--- config.mk ---
export PLATFORM = sky130hd
export DESIGN_NAME = riscv_imem_loader_flat
export DESIGN_NICKNAME = d
export VERILOG_FILES = /design/src/rtl/riscv_imem_loader_pkg.sv /design/src/rtl/riscv_imem_loader_if.sv /design/src/rtl/riscv_imem_loader.sv /design/src/flat_wrapper.sv
export SDC_FILE = /design/constraint.sdc
export NUM_CORES = 1
export LEC_CHECK = 0
export CAP_MARGIN = 15
export CORE_ASPECT_RATIO = 0.9
export CORE_MARGIN = 5
export CORE_UTILIZATION = 55
export CTS_BUF_LIST = sky130_fd_sc_hd__clkbuf_4 sky130_fd_sc_hd__clkbuf_8
export DETAILED_ROUTE_END_ITERATION = 16
export GPL_TIMING_DRIVEN = 0
export HOLD_SLACK_MARGIN = 0.1
export PLACE_DENSITY = 0.78
export REMOVE_ABC_BUFFERS = 1
export SETUP_SLACK_MARGIN = 0.2
export SYNTH_ARGS = -nofsm -noshare
export SYNTH_HDL_FRONTEND = slang
export SYNTH_SLANG_ARGS = --single-unit
--- constraint.sdc ---
create_clock -name i_clk -period 7 [get_ports i_clk]
set_clock_uncertainty 0.1 [all_clocks]
set_input_delay 2.1 -clock i_clk [delete_from_list [all_inputs] [get_ports i_clk]]
set_output_delay 2.1 -clock i_clk [all_outputs]
set_load 0.005 [all_outputs]
--- src/rtl/riscv_imem_loader_pkg.sv ---
// Shared riscv definitions for the imem loader: bus widths, loader FSM encodings,
// byte-per-word constant and an address helper.
`ifndef XLEN
`define XLEN 32
`endif
`ifndef IMEM_ADDR_BIT
`define IMEM_ADDR_BIT 12
`endif

package riscv_imem_loader_pkg;

    localparam int BYTES_PER_WORD = 4;

    // CHK only exists when the trailing checksum byte is built in.
    typedef enum logic [2:0] {
        ST_IDLE = 3'd0,
        ST_HDR  = 3'd1,
        ST_DATA = 3'd2,
`ifdef RISCV_IMEM_LOADER_CHKSUM_EN
        ST_CHK  = 3'd3,
`endif
        ST_DONE = 3'd4,
        ST_ERR  = 3'd5
    } loader_state_t;

    function automatic logic [`XLEN-1:0] word_byte_addr(
        input logic [`XLEN-1:0] base,
        input logic [`XLEN-1:0] word_idx
    );
        return base + (word_idx << 2);
    endfunction

endpackage

--- src/rtl/riscv_imem_loader_if.sv ---
// Byte-stream input, imem write port and status flags of the imem loader.
// slave = loader side, master = stream source / imem / cpu side.
`ifndef XLEN
`define XLEN 32
`endif

interface riscv_imem_loader_if;
    logic               i_loader_start;
    logic               i_loader_valid;
    logic [7:0]         i_loader_byte;
    logic               o_loader_ready;
    logic               o_loader_imem_wr_en;
    logic [`XLEN-1:0]   o_loader_imem_addr;
    logic [`XLEN-1:0]   o_loader_imem_wr_data;
    logic               o_loader_cpu_rstn;
    logic               o_loader_done;
    logic               o_loader_err;

    modport slave (
        input  i_loader_start, i_loader_valid, i_loader_byte,
        output o_loader_ready, o_loader_imem_wr_en, o_loader_imem_addr,
               o_loader_imem_wr_data, o_loader_cpu_rstn, o_loader_done, o_loader_err
    );

    modport master (
        output i_loader_start, i_loader_valid, i_loader_byte,
        input  o_loader_ready, o_loader_imem_wr_en, o_loader_imem_addr,
               o_loader_imem_wr_data, o_loader_cpu_rstn, o_loader_done, o_loader_err
    );
endinterface

--- src/rtl/riscv_imem_loader.sv ---
// Loads a length-prefixed little-endian byte stream into instruction memory, then
// releases the CPU reset. Define RISCV_IMEM_LOADER_CHKSUM_EN for a trailing sum byte.
module riscv_imem_loader
    import riscv_imem_loader_pkg::*;
#(
    parameter logic [`XLEN-1:0] LOAD_BASE = 32'h0000_0000,
    parameter int               MAX_WORDS = 1024
) (
    input  logic i_clk,
    input  logic i_rstn,
    riscv_imem_loader_if.slave bus
);

    localparam logic [`XLEN-1:0] MAX_WORDS_W = `XLEN'(MAX_WORDS);
    localparam logic [1:0]       LAST_BYTE   = 2'(BYTES_PER_WORD - 1);

    loader_state_t      state_reg, state_next;
    logic [1:0]         byte_cnt_reg, byte_cnt_next;
    logic [`XLEN-1:0]   asm_reg, asm_next;
    logic [`XLEN-1:0]   count_reg, count_next;
    logic [`XLEN-1:0]   word_idx_reg, word_idx_next;
    logic               wr_en_reg, wr_en_next;
    logic [`XLEN-1:0]   addr_reg, addr_next;
    logic [`XLEN-1:0]   wr_data_reg, wr_data_next;
    logic               cpu_rstn_reg, cpu_rstn_next;
    logic               done_reg, done_next;
    logic               err_reg, err_next;
`ifdef RISCV_IMEM_LOADER_CHKSUM_EN
    logic [7:0]         sum_reg, sum_next;
`endif

    logic               ready;
    logic               accept;
    logic               word_full;
    logic [`XLEN-1:0]   full_word;

`ifdef RISCV_IMEM_LOADER_CHKSUM_EN
    localparam loader_state_t ST_TAIL = ST_CHK;
    assign ready = (state_reg == ST_HDR) || (state_reg == ST_DATA) || (state_reg == ST_CHK);
`else
    localparam loader_state_t ST_TAIL = ST_DONE;
    assign ready = (state_reg == ST_HDR) || (state_reg == ST_DATA);
`endif

    assign accept    = bus.i_loader_valid && ready;
    assign word_full = accept && (byte_cnt_reg == LAST_BYTE);
    // Bytes shift in from the top so the first byte ends up in bits [7:0].
    assign full_word = {bus.i_loader_byte, asm_reg[`XLEN-1:8]};

    always_ff @(posedge i_clk or negedge i_rstn) begin
        if (!i_rstn) begin
            state_reg <= ST_IDLE;
        end else begin
            state_reg <= state_next;
        end
    end

    always_comb begin
        state_next    = state_reg;
        byte_cnt_next = byte_cnt_reg;
        asm_next      = asm_reg;
        count_next    = count_reg;
        word_idx_next = word_idx_reg;
        wr_en_next    = 1'b0;
        addr_next     = addr_reg;
        wr_data_next  = wr_data_reg;
`ifdef RISCV_IMEM_LOADER_CHKSUM_EN
        sum_next      = sum_reg;
`endif

        if (accept) begin
            asm_next      = full_word;
            byte_cnt_next = byte_cnt_reg + 2'd1;
        end

        case (state_reg)
            ST_IDLE, ST_DONE, ST_ERR: begin
                if (bus.i_loader_start) begin
                    state_next    = ST_HDR;
                    byte_cnt_next = 2'd0;
                end
            end
            ST_HDR: begin
                if (word_full) begin
                    count_next    = full_word;
                    word_idx_next = '0;
`ifdef RISCV_IMEM_LOADER_CHKSUM_EN
                    sum_next      = 8'h00;
`endif
                    if (full_word == '0) begin
                        state_next = ST_TAIL;
                    end else if (full_word > MAX_WORDS_W) begin
                        state_next = ST_ERR;
                    end else begin
                        state_next = ST_DATA;
                    end
                end
            end
            ST_DATA: begin
`ifdef RISCV_IMEM_LOADER_CHKSUM_EN
                if (accept) begin
                    sum_next = sum_reg + bus.i_loader_byte;
                end
`endif
                // The strobe lands one cycle after the 4th byte; acceptance keeps going.
                if (word_full) begin
                    wr_en_next    = 1'b1;
                    wr_data_next  = full_word;
                    addr_next     = word_byte_addr(LOAD_BASE, word_idx_reg);
                    word_idx_next = word_idx_reg + 1'b1;
                    if (word_idx_reg == count_reg - 1'b1) begin
                        state_next = ST_TAIL;
                    end
                end
            end
`ifdef RISCV_IMEM_LOADER_CHKSUM_EN
            ST_CHK: begin
                if (accept) begin
                    state_next = (bus.i_loader_byte == sum_reg) ? ST_DONE : ST_ERR;
                end
            end
`endif
            default: begin
                state_next = ST_IDLE;
            end
        endcase

        cpu_rstn_next = (state_next == ST_DONE);
        done_next     = (state_next == ST_DONE);
        err_next      = (state_next == ST_ERR);
    end

    always_ff @(posedge i_clk or negedge i_rstn) begin
        if (!i_rstn) begin
            byte_cnt_reg <= '0;
            asm_reg      <= '0;
            count_reg    <= '0;
            word_idx_reg <= '0;
            wr_en_reg    <= 1'b0;
            addr_reg     <= '0;
            wr_data_reg  <= '0;
            cpu_rstn_reg <= 1'b0;
            done_reg     <= 1'b0;
            err_reg      <= 1'b0;
`ifdef RISCV_IMEM_LOADER_CHKSUM_EN
            sum_reg      <= 8'h00;
`endif
        end else begin
            byte_cnt_reg <= byte_cnt_next;
            asm_reg      <= asm_next;
            count_reg    <= count_next;
            word_idx_reg <= word_idx_next;
            wr_en_reg    <= wr_en_next;
            addr_reg     <= addr_next;
            wr_data_reg  <= wr_data_next;
            cpu_rstn_reg <= cpu_rstn_next;
            done_reg     <= done_next;
            err_reg      <= err_next;
`ifdef RISCV_IMEM_LOADER_CHKSUM_EN
            sum_reg      <= sum_next;
`endif
        end
    end

    assign bus.o_loader_ready        = ready;
    assign bus.o_loader_imem_wr_en   = wr_en_reg;
    assign bus.o_loader_imem_addr    = addr_reg;
    assign bus.o_loader_imem_wr_data = wr_data_reg;
    assign bus.o_loader_cpu_rstn     = cpu_rstn_reg;
    assign bus.o_loader_done         = done_reg;
    assign bus.o_loader_err          = err_reg;

endmodule
--- src/flat_wrapper.sv ---
// flat-port wrapper written by rule: the top's interface ports become plain ports
module riscv_imem_loader_flat import riscv_imem_loader_pkg::*;
#(
    parameter logic [`XLEN-1:0] LOAD_BASE = 32'h0000_0000,
    parameter int               MAX_WORDS = 1024
)
  (i_clk, i_rstn, bus_i_loader_start, bus_i_loader_valid, bus_i_loader_byte, bus_o_loader_ready, bus_o_loader_imem_wr_en, bus_o_loader_imem_addr, bus_o_loader_imem_wr_data, bus_o_loader_cpu_rstn, bus_o_loader_done, bus_o_loader_err);
  riscv_imem_loader_if bus_i ();
  input  logic i_clk;
  input  logic i_rstn;
  input wire logic [$bits(bus_i.i_loader_start)-1:0] bus_i_loader_start;
  input wire logic [$bits(bus_i.i_loader_valid)-1:0] bus_i_loader_valid;
  input wire logic [$bits(bus_i.i_loader_byte)-1:0] bus_i_loader_byte;
  output wire logic [$bits(bus_i.o_loader_ready)-1:0] bus_o_loader_ready;
  output wire logic [$bits(bus_i.o_loader_imem_wr_en)-1:0] bus_o_loader_imem_wr_en;
  output wire logic [$bits(bus_i.o_loader_imem_addr)-1:0] bus_o_loader_imem_addr;
  output wire logic [$bits(bus_i.o_loader_imem_wr_data)-1:0] bus_o_loader_imem_wr_data;
  output wire logic [$bits(bus_i.o_loader_cpu_rstn)-1:0] bus_o_loader_cpu_rstn;
  output wire logic [$bits(bus_i.o_loader_done)-1:0] bus_o_loader_done;
  output wire logic [$bits(bus_i.o_loader_err)-1:0] bus_o_loader_err;
  assign bus_i.i_loader_start = bus_i_loader_start;
  assign bus_i.i_loader_valid = bus_i_loader_valid;
  assign bus_i.i_loader_byte = bus_i_loader_byte;
  assign bus_o_loader_ready = bus_i.o_loader_ready;
  assign bus_o_loader_imem_wr_en = bus_i.o_loader_imem_wr_en;
  assign bus_o_loader_imem_addr = bus_i.o_loader_imem_addr;
  assign bus_o_loader_imem_wr_data = bus_i.o_loader_imem_wr_data;
  assign bus_o_loader_cpu_rstn = bus_i.o_loader_cpu_rstn;
  assign bus_o_loader_done = bus_i.o_loader_done;
  assign bus_o_loader_err = bus_i.o_loader_err;
  riscv_imem_loader #(.LOAD_BASE(LOAD_BASE), .MAX_WORDS(MAX_WORDS)) u_core (.i_clk(i_clk), .i_rstn(i_rstn), .bus(bus_i));
endmodule
==> metrics.txt <==
status completed; htree depth 4; drt drc 0; PD cells 319 mW/mm2; CP bufs+invs 3; NetSw 984 uW; I/O Buffers 78; layout cells sized above 1 0.126; hold violation total from the final report 0; Placed Area 0.00867 mm2; post-route ant nets 0; relative slew slack 0.464; first-pass GRT wire length 30600 um; Inst Count DP 1031; RSZ-0062 raised after global routing false; EDFF count, synth 0; Layout area overhead 17.8%; Ports 81; Sequential Power Share 0.473; cts repair resizes 0; vias in the first global route 6023; Max stage delay on crit path 820 ps; Mean Syn Cell Area 9.66 um2; post-layout util 0.658; GR Overflow Total 0; via count 6070; final wirelength 17900 um; CORE AREA 0.0140 mm2; Setup CP Type in -> reg; critical path arrival 5180 ps; Max Slew Vio Count 0; Yosys cell types 58; Req. time, crit path 7260 ps; static leakage 4.09 nW; Die Span Y 123 um; Yosys reg bits 158; Worst setup EP type flop; Comb pwr share 0.263; Initial Utilization 0.559; Ant. Diodes 0; Synth area leader dfrtp_1; Critical Path Start Type primary input; maxcap violations 0; TritonCTS clock tree yes; DRT iter0 DRCs 505; antenna violations before repair 0; Post-CTS Setup Bufs 0; final setup TNS 0 ps; WL/cell 16.8 um; Max FO, Critical Path 40; Synth Flop Type dfrtp_1; cells along the critical path clkdlybuf4s50_1, nand4b_1, or2_2, inv_2, buf_12, nand3_1, o21ai_0; Tmin final 4920 ps; design area 0.00918 mm2; Hold Crit Class reg -> reg; pin count of the biggest net entering global routing 93; cell count after synthesis 807; clock share of power 0.264; # hold bufs at CTS 0; Max clock buf depth 2; top area cells in the synthesized netlist dfrtp_1 (51%), nand2_1 (10%), mux2_2 (8.1%); Vias/cell 5.70; die span in x 135 um; Async SR Flop Fraction 1.00; Worst-path clk slew 80 ps; P_int 1.94 mW; pre-CTS setup slack 1390 ps; cell family with most CP delay simple AND/OR/NAND/NOR gates; final worst path period share 0.703; Tot GR Track Use 0.232; post-layout power 2.93 mW; Synth Cell Area 0.00779 mm2; drt first pass iters 5; slowest CP cell or2_2; FILL cells 1117; Least-Margin Pin Slew 799 ps; die area 0.0167 mm2; clock latency on the worst-skew pair 450 ps; CTS buffer count 17; root buffer cell clkbuf_8; non-filler cells, final 1065; Max Freq 203 MHz; Hold WS 375 ps; Final Wtd Congestion 0.841; clock sink total 158; # rows 41; post-DP HPWL 12600 um; Ys Warns 0; Final WS setup 2080 ps; # nets final 874; sequential area share after synthesis 0.507; switching fraction of total power 0.336; Yosys top cell area share 0.507; Setup violations, final 0; VDD IR max 0.000182 V
## cells in the final DEF, fill, tap and decap left out, drive strengths merged, types with 5 or more instances in the layout
cell / count
mux2i: 6
o21ai: 32
clkbuf: 19
buf: 6
xnor2: 24
nand4: 17
inv: 11
nand2b: 5
and4: 5
nor2: 36
nand2: 211
or4: 8
nor4: 17
nor3: 19
and3: 12
a21oi: 15
clkdlybuf4s50: 77
nor2b: 5
nand4b: 6
a31oi: 7
nand3: 15
or3: 11
bufinv: 5
dfrtp: 158
mux2: 56
xor2: 30
and2: 5
## Yosys cell counts, types with 3 or more instances
master,instances
buf_2,7
o22ai_1,4
nor4_2,3
nor4b_1,3
a31oi_1,7
o2bb2ai_1,4
nor3_1,17
and3_1,12
a21oi_1,15
a211oi_1,3
clkbuf_1,34
nor3b_1,4
nand2_1,211
nand2b_1,5
o21ai_0,30
or2_2,4
and2_1,5
nor2_1,36
xnor2_1,24
ha_1,3
nand4b_1,6
or3_1,11
inv_1,8
and4_1,5
mux2i_1,6
nor4_1,14
dfrtp_1,158
nor2b_1,5
buf_4,6
nand4_1,17
mux2_2,56
or4_1,5
nand3_1,15
xor2_1,30
buf_1,3
## layer usage
layer / GRT usage / wire length [um]
met5: 0 / 0
met3: 0.0395 / 896
met4: 0.0749 / 232
met1: 0.332 / 8240
met2: 0.364 / 8570
## worst reg2reg max path, cell delays in order, from the launching register on
cell and delay, ps:
dfrtp_1 500, xor2_1 190, nand4b_1 650, or2_2 830, inv_2 530, buf_12 270, nand3_1 120, o21ai_0 180
## kinds of logic (layout without fill, tap and decap cells)
family | Yosys count | after routing | synth area share
adders and majority gates | 3 | 3 | 0.00482
AOI/OAI and AO/OA | 81 | 81 | 0.0650
muxes | 62 | 62 | 0.0886
xor gates and xnor gates | 54 | 54 | 0.0607
DFF | 158 | 158 | 0.507
other | 1 | 2 | 0.000481
and+or+nand+nor | 388 | 388 | 0.239
buffers and inverters | 60 | 124 | 0.0339
## cell type report
cell class,instances,area [um2],share of cell area
timing repair buffer,83,897,0.0977
inverter,9,33.8,0.00368
sequential,158,3950,0.431
tap,193,241,0.0263
clock inverter,13,211,0.0230
multi-input combinational,590,3590,0.391
clock buffer,19,255,0.0278
## power by group through the flow
| stage | clock network (mW) | logic [mW] | registers [mW] |
|---|---|---|---|
| global placement | 0 | 0.711 | 1.37 |
| CTS | 0.793 | 0.760 | 1.38 |
| finish | 0.774 | 0.769 | 1.38 |
| floorplan | 0 | 0.593 | 1.28 |
| detailed placement | 0 | 0.749 | 1.39 |
| global route | 0.833 | 0.855 | 1.41 |
## worst paths after layout
| check | endpoint | cells past startpoint | slack, ps | from |
|---|---|---|---|---|
| setup / recovery | u_core.word_idx_reg[15]$_DFFE_PN0P_ | 7 | 2080 | bus_i_loader_valid |
| hold / removal | u_core.bus.o_loader_imem_addr[16]$_DFFE_PN0P_ | 2 | 370 | u_core.bus.o_loader_imem_addr[16]$_DFFE_PN0P_ |
| setup reg to reg | u_core.word_idx_reg[15]$_DFFE_PN0P_ | 7 | 3530 | u_core.state_reg[0]$_DFF_PN0_ |
| hold reg to reg | u_core.bus.o_loader_imem_addr[16]$_DFFE_PN0P_ | 2 | 370 | u_core.bus.o_loader_imem_addr[16]$_DFFE_PN0P_ |
| max in group asynchronous | u_core.word_idx_reg[30]$_DFFE_PN0P_ | 2 | 4420 | i_rstn |
| min in group asynchronous | u_core.bus.o_loader_imem_wr_data[8]$_DFFE_PN0P_ | 1 | 1520 | i_rstn |
Note: power is estimated with default switching activity, not from simulation.
